## src/rtl/xor_pio_cmd_master.sv

```systemverilog
// xor_pio_cmd_master
// FPGA-side initiator for the HPS <-> XOR-network PIO command protocol.
// It takes one (x1, x2) vector, writes it to the responder (addr0 clears the
// network, addr1 starts it), then polls addr0 until the network output equals
// DONE_VAL. It reads the cycle count from addr1 and returns the result.
//
// Optional feature macro: XOR_PIO_MASTER_TIMEOUT_EN
//   defined   -> polling aborts after TIMEOUT poll cycles with res_timeout=1.
//   undefined -> polling waits indefinitely and res_timeout is tied low.
module xor_pio_cmd_master #(
    parameter int                 RD_LAT   = 2,
    parameter logic signed [15:0] DONE_VAL = 16'sd1024,
    parameter int                 TIMEOUT  = 4096
) (
    input  logic               CLOCK1_50,
    input  logic               reset,
    input  logic               vec_valid,
    output logic               vec_ready,
    input  logic signed [15:0] vec_x1,
    input  logic signed [15:0] vec_x2,
    output logic [31:0]        cmd_word,
    output logic [31:0]        cmd_data,
    input  logic [31:0]        rsp_data,
    output logic               res_valid,
    input  logic               res_ready,
    output logic [15:0]        res_out,
    output logic [31:0]        res_count,
    output logic               res_timeout
);

    // Command words: [31]=0, [30]=we, [29:20]=regNum, [19:0]=address.
    localparam logic [31:0] CMD_IDLE = 32'h3FF0_0000;
    localparam logic [31:0] CMD_WR0  = 32'h4000_0000;
    localparam logic [31:0] CMD_WR1  = 32'h4000_0001;
    localparam logic [31:0] CMD_RD0  = 32'h0000_0000;
    localparam logic [31:0] CMD_RD1  = 32'h0000_0001;

    localparam int WAIT_W = (RD_LAT < 1) ? 1 : $clog2(RD_LAT + 1);

    typedef enum logic [2:0] {
        S_IDLE,
        S_WR0,
        S_WR1,
        S_POLL,
        S_CNT,
        S_RESP
    } state_t;

    state_t             state, state_nxt;
    logic [WAIT_W-1:0]  wait_cnt, wait_nxt;
    logic signed [15:0] x2_q, x2_nxt;
    logic [31:0]        cmd_word_nxt, cmd_data_nxt;
    logic               res_valid_nxt;
    logic [15:0]        res_out_nxt;
    logic [31:0]        res_count_nxt;
    logic               poll_sample;
    logic               hit_done;
    logic               timeout_hit;
    logic               vec_take;

    // The wait counter reaching RD_LAT marks the cycle where rsp_data answers
    // the read command that has been held on cmd_word.
    assign poll_sample = (wait_cnt == WAIT_W'(RD_LAT));
    assign hit_done    = ($signed(rsp_data[15:0]) == DONE_VAL);
    // vec_ready is low for one cycle after reset even though state is IDLE.
    assign vec_take    = (state == S_IDLE) && vec_valid && vec_ready;

`ifdef XOR_PIO_MASTER_TIMEOUT_EN
    localparam int POLL_W = $clog2(TIMEOUT + 1);

    logic [POLL_W-1:0] poll_cnt, poll_nxt;
    logic              res_timeout_q, res_timeout_nxt;

    assign timeout_hit = (poll_cnt >= POLL_W'(TIMEOUT));
    assign res_timeout = res_timeout_q;

    // Poll-cycle counter and timeout flag next-state.
    always_comb begin
        poll_nxt        = poll_cnt;
        res_timeout_nxt = res_timeout_q;
        if (state == S_WR1) begin
            poll_nxt = '0;
        end else if (state == S_POLL) begin
            poll_nxt = poll_cnt + POLL_W'(1);
        end
        if (vec_take) begin
            res_timeout_nxt = 1'b0;
        end else if (state == S_POLL && timeout_hit && !(poll_sample && hit_done)) begin
            res_timeout_nxt = 1'b1;
        end
    end

    // Poll-cycle counter and timeout flag registers.
    always_ff @(posedge CLOCK1_50) begin
        if (reset) begin
            poll_cnt      <= '0;
            res_timeout_q <= 1'b0;
        end else begin
            poll_cnt      <= poll_nxt;
            res_timeout_q <= res_timeout_nxt;
        end
    end
`else
    // TIMEOUT only matters when the abort logic is built.
    logic unused_timeout;
    assign unused_timeout = TIMEOUT[0];
    assign timeout_hit    = 1'b0;
    assign res_timeout    = 1'b0;
`endif

    // Next-state and next-output decode; outputs are registered from these.
    always_comb begin
        // NOTE: every signal gets a default first so no path leaves one unassigned (no latches).
        state_nxt     = state;
        wait_nxt      = wait_cnt;
        x2_nxt        = x2_q;
        cmd_word_nxt  = CMD_IDLE;
        cmd_data_nxt  = '0;
        res_valid_nxt = 1'b0;
        res_out_nxt   = res_out;
        res_count_nxt = res_count;

        case (state)
            S_IDLE: begin
                if (vec_take) begin
                    // x1 goes straight into cmd_data; only x2 is needed a cycle later.
                    state_nxt    = S_WR0;
                    cmd_word_nxt = CMD_WR0;
                    cmd_data_nxt = 32'(vec_x1);
                    x2_nxt       = vec_x2;
                end
            end
            S_WR0: begin
                state_nxt    = S_WR1;
                cmd_word_nxt = CMD_WR1;
                cmd_data_nxt = 32'(x2_q);
            end
            S_WR1: begin
                state_nxt    = S_POLL;
                cmd_word_nxt = CMD_RD0;
                wait_nxt     = '0;
            end
            S_POLL: begin
                cmd_word_nxt = CMD_RD0;
                wait_nxt     = wait_cnt + WAIT_W'(1);
                if (poll_sample) begin
                    res_out_nxt = rsp_data[15:0];
                    if (hit_done) begin
                        state_nxt    = S_CNT;
                        cmd_word_nxt = CMD_RD1;
                        wait_nxt     = '0;
                    end else begin
                        // The read stays on the bus, so later samples are already
                        // RD_LAT apart: restart just past the entry cycle.
                        wait_nxt = WAIT_W'(1);
                    end
                end
                // A match on the limit cycle takes priority over the abort.
                if (timeout_hit && !(poll_sample && hit_done)) begin
                    state_nxt     = S_RESP;
                    cmd_word_nxt  = CMD_IDLE;
                    res_valid_nxt = 1'b1;
                    res_count_nxt = '1;
                end
            end
            S_CNT: begin
                cmd_word_nxt = CMD_RD1;
                wait_nxt     = wait_cnt + WAIT_W'(1);
                if (poll_sample) begin
                    state_nxt     = S_RESP;
                    cmd_word_nxt  = CMD_IDLE;
                    res_valid_nxt = 1'b1;
                    res_count_nxt = rsp_data;
                end
            end
            S_RESP: begin
                res_valid_nxt = 1'b1;
                if (res_ready) begin
                    state_nxt     = S_IDLE;
                    res_valid_nxt = 1'b0;
                end
            end
            default: begin
                state_nxt = S_IDLE;
            end
        endcase
    end

    // State and registered outputs; synchronous reset aborts any operation.
    always_ff @(posedge CLOCK1_50) begin
        // NOTE: non-blocking assignments so every register samples pre-edge values.
        if (reset) begin
            state     <= S_IDLE;
            wait_cnt  <= '0;
            x2_q      <= '0;
            cmd_word  <= CMD_IDLE;
            cmd_data  <= '0;
            vec_ready <= 1'b0;
            res_valid <= 1'b0;
            res_out   <= '0;
            res_count <= '0;
        end else begin
            state     <= state_nxt;
            wait_cnt  <= wait_nxt;
            x2_q      <= x2_nxt;
            cmd_word  <= cmd_word_nxt;
            cmd_data  <= cmd_data_nxt;
            vec_ready <= (state_nxt == S_IDLE);
            res_valid <= res_valid_nxt;
            res_out   <= res_out_nxt;
            res_count <= res_count_nxt;
        end
    end

endmodule

```

## config.mk

```make
export PLATFORM = sky130hd
export DESIGN_NAME = xor_pio_cmd_master
export DESIGN_NICKNAME = d
export VERILOG_FILES = /design/src/rtl/xor_pio_cmd_master.sv
export SDC_FILE = /design/constraint.sdc
export NUM_CORES = 1
export LEC_CHECK = 0
export BUFFER_PORTS_ARGS = -buffer_cell sky130_fd_sc_hd__buf_2
export CORE_MARGIN = 2
export CORE_UTILIZATION = 46
export DETAILED_ROUTE_END_ITERATION = 16
export GPL_TIMING_DRIVEN = 0
export PLACE_DENSITY_LB_ADDON = 0.3
export SYNTH_ARGS = -nofsm -noshare
export SYNTH_HDL_FRONTEND = slang
export SYNTH_SLANG_ARGS = --single-unit
```

## constraint.sdc

```tcl
create_clock -name CLOCK1_50 -period 1.96 [get_ports CLOCK1_50]
set_input_delay 0.196 -clock CLOCK1_50 [delete_from_list [all_inputs] [get_ports CLOCK1_50]]
set_output_delay 0.196 -clock CLOCK1_50 [all_outputs]
set_load 0.02 [all_outputs]
```

==> out/metrics.yaml <==
post_cts_buffers: 0
powerDensity_mw_per_mm2: 769
htree_levels: 3
diodes: 0
setup_viol: 0
row_count: 32
io_pins: 183
final_layout_size_suffix_gt1_share_pct: 37.8
dp_slack_ps: 295
setup_ws_ps: 251
setup_tns_ps: 0
cts_tree: "done"
hold_viol: 0
peakVddDrop_uv: 415
final_core_util_pct: 63.1
worstHoldPathType: "in -> reg"
die_h_um: 93.3
rsz0062_at_grt: "no"
cts_hold_buf: 0
synth_edf_count: 0
ctsResizeCount: 0
via_per_inst: 4.67
synth_area_leaders: "dfxtp_1 (49%), nand2_1 (14%), buf_4 (10%)"
cpPeakStageDelay_ps: 430
fin_nets: 706
vias: 3471
wl_per_cell_um: 12.4
r2r_cells: 6
yosysWarnings: 0
core_area_mm2: 0.00773
drt-pass1-iter-count: 4
crit_chain: "inv_1 -> ha_1 -> nand2_1 -> clkbuf_1 -> nand2_1 -> a21oi_1"
critPathLaunchType: "flip-flop"
synth_compound_area_share_pct: 14.3
cp_max_fo: 10
fin_crit_sh_pct: 87.2
slew_headroom_pct: 58.8
cp-end-kind: "flip-flop"
yosys.area.top_type: "dfxtp_1"
r2r_slack_ps: 250
hpwl_um: 7110
grt_pass1_wl_um: 14200
worstHoldPathCells: 3
critPathMostFrequentCell: "nand2_1"
synth_top_family_by_area: "simple AND/OR/NAND/NOR gates"
worstHoldEndpoint: "x2_q[12]$_SDFFE_PP0P_"
finClkSkew_ps: 10.1
clk_latency_ps: 350
leakagePower_nw: 2.27
rr_startpoint: "wait_cnt[0]$_SDFFE_PP0P_"
slowest_stage: "clkbuf_1"
ys_ff_latch: 90
ant_nets: 0
crit_arrival_ps: 1980
cts_buffer_depth: 2
fmax_mhz: 585
fp.dieW_um: 93.3
drc_errors: 0
synthAdderAreaFrac_pct: 0.682
worst_slew_pin_slew_ps: 613
synth_xor_area_share_pct: 0
syn_inst: 445
maxSlewViolCount: 0
root_buffer: "clkbuf_8"
hold_start: "vec_x2[12]"
grt_overflow: 0
syn_avg_cell_area_um2: 8.25
cts_buffers: 9
ys_seq_area_share_pct: 49.1
syn_to_final_growth_pct: 32.9
grt_max_degree: 18
crit_required_ps: 2230
grt_pass1_vias: 3088
gp_congestion: 0.857
finalCriticalPeriod_ps: 1710
status: "complete, no violations"
synth_ff_type: "dfxtp_1"
drtIter0Drc: 156
syn_area_mm2: 0.00367
reg2reg_to: "res_count[1]$_SDFFE_PP0P_"
cts_sinks: 90
clk_pin_slew_ps: 90
wl_um: 9190
worstSetupPathType: "reg -> reg"
ys_types: 36
maxCapViolCount: 0
muxShareOfSynthArea_pct: 0
yosys.area.top_type_share_pct: 49.1
yosys.area_share.simple_pct: 21.1
start_util_pct: 47.5
grt_antenna_before_repair: 0
port_buffers: 160
track_usage_pct: 20.4
async_flop_share_pct: 0
floorplan.die_area_mm2: 0.00871
## Yosys cell counts, types with 2 or more instances
cell and count:
inv_1 3, buf_4 50, a22oi_1 16, nand3_1 3, nor4_1 5, clkbuf_1 12, ha_1 2, nor2_1 22
nor2b_1 2, buf_2 5, nand2_1 133, or3_1 2, o21ai_0 3, o31a_1 2, nor3_1 2, a21oi_1 67
dfxtp_1 90, and2_1 2, buf_6 7
## worst max-delay path, delay by kind of cell, from the launching register on
kind / cells / cell delay [ps]
DFF: 1 / 380
buffers and inverters: 2 / 500
AOI/OAI and AO/OA: 1 / 180
adders and majority gates: 1 / 280
and+or+nand+nor: 2 / 300
## area by class of cell
type                            count  area, um2
Fill cell                         698       2850
Sequential cell                    90       1800
Multi-Input combinational cell    297       1400
Timing Repair Buffer              160        801
Buffer                             75        529
Clock buffer                       11        141
Tap cell                          102        128
Clock inverter                      5       62.6
Inverter                            3       11.3
## flip-flops by register name, indices dropped and copies added, names as in the netlist
name       count
cmd_word       3
res_count     32
res_valid      1
res_out       16
state          3
cmd_data      16
wait_cnt       2
x2_q          16
vec_ready      1
## stage by stage
stage                     std cells  area, um2  hold WS (ps)  power (mW)
after floorplan                 465       3740           332        2.33
after global placement          727       4670           437        2.51
after detailed placement        727       4670           444        2.52
after CTS                       743       4880          63.7        3.78
after global routing            743       4880          59.6        3.90
final                           743       4880          77.0        3.75
## metal layers
layer | track usage, % | share of wire, % | vias to the layer above
met5 | 0 | 0 | -
met4 | 6.99 | 1.1 | 0
met3 | 6.37 | 10 | 12
met2 | 34.1 | 46 | 153
met1 | 25.0 | 43 | 1526
li1 | - | - | 1780
## power by group
part | leakage, nW | total (mW) | switching (mW) | internal (mW)
Sequential | 0.728 | 1.91 | 0.0300 | 1.88
Combinational | 1.45 | 0.566 | 0.322 | 0.244
Clock | 0.0962 | 1.28 | 0.648 | 0.632
Total | 2.27 | 3.75 | 1.00 | 2.75
## worst max-delay path by stage
stage	start	to	slack (ps)	cells after the start
floorplan	vec_ready$_SDFF_PP0_	x2_q[10]$_SDFFE_PP0P_	470	6
global placement	state[2]$_SDFF_PP0_	cmd_data[14]$_SDFF_PP0_	330	6
global route	wait_cnt[0]$_SDFFE_PP0P_	state[0]$_SDFF_PP0_	80	6
finish	wait_cnt[0]$_SDFFE_PP0P_	res_count[1]$_SDFFE_PP0P_	250	6
detailed placement	wait_cnt[0]$_SDFFE_PP0P_	res_count[1]$_SDFFE_PP0P_	300	6
CTS	wait_cnt[0]$_SDFFE_PP0P_	res_count[1]$_SDFFE_PP0P_	250	6
## placed cells by master (no fill, tap or decap), drive strengths merged, types with 3 or more instances in the layout
master / Yosys / routed
nand2: 133 / 133
nand3: 3 / 3
conb: 1 / 21
nor2: 23 / 23
buf: 62 / 222
a21oi: 67 / 67
inv: 3 / 4
o21ai: 4 / 4
nor4: 6 / 6
dfxtp: 90 / 90
clkbuf: 13 / 24
a22oi: 16 / 16
## cells by family after synthesis
kind of cell,count (synthesis)
AO/OA/AOI/OAI,93
flip-flops,90
adder cells (fa/ha/maj),2
AND/OR/NAND/NOR,181
buffers and inverters,78
other,1
Note: power is estimated with default switching activity, not from simulation.
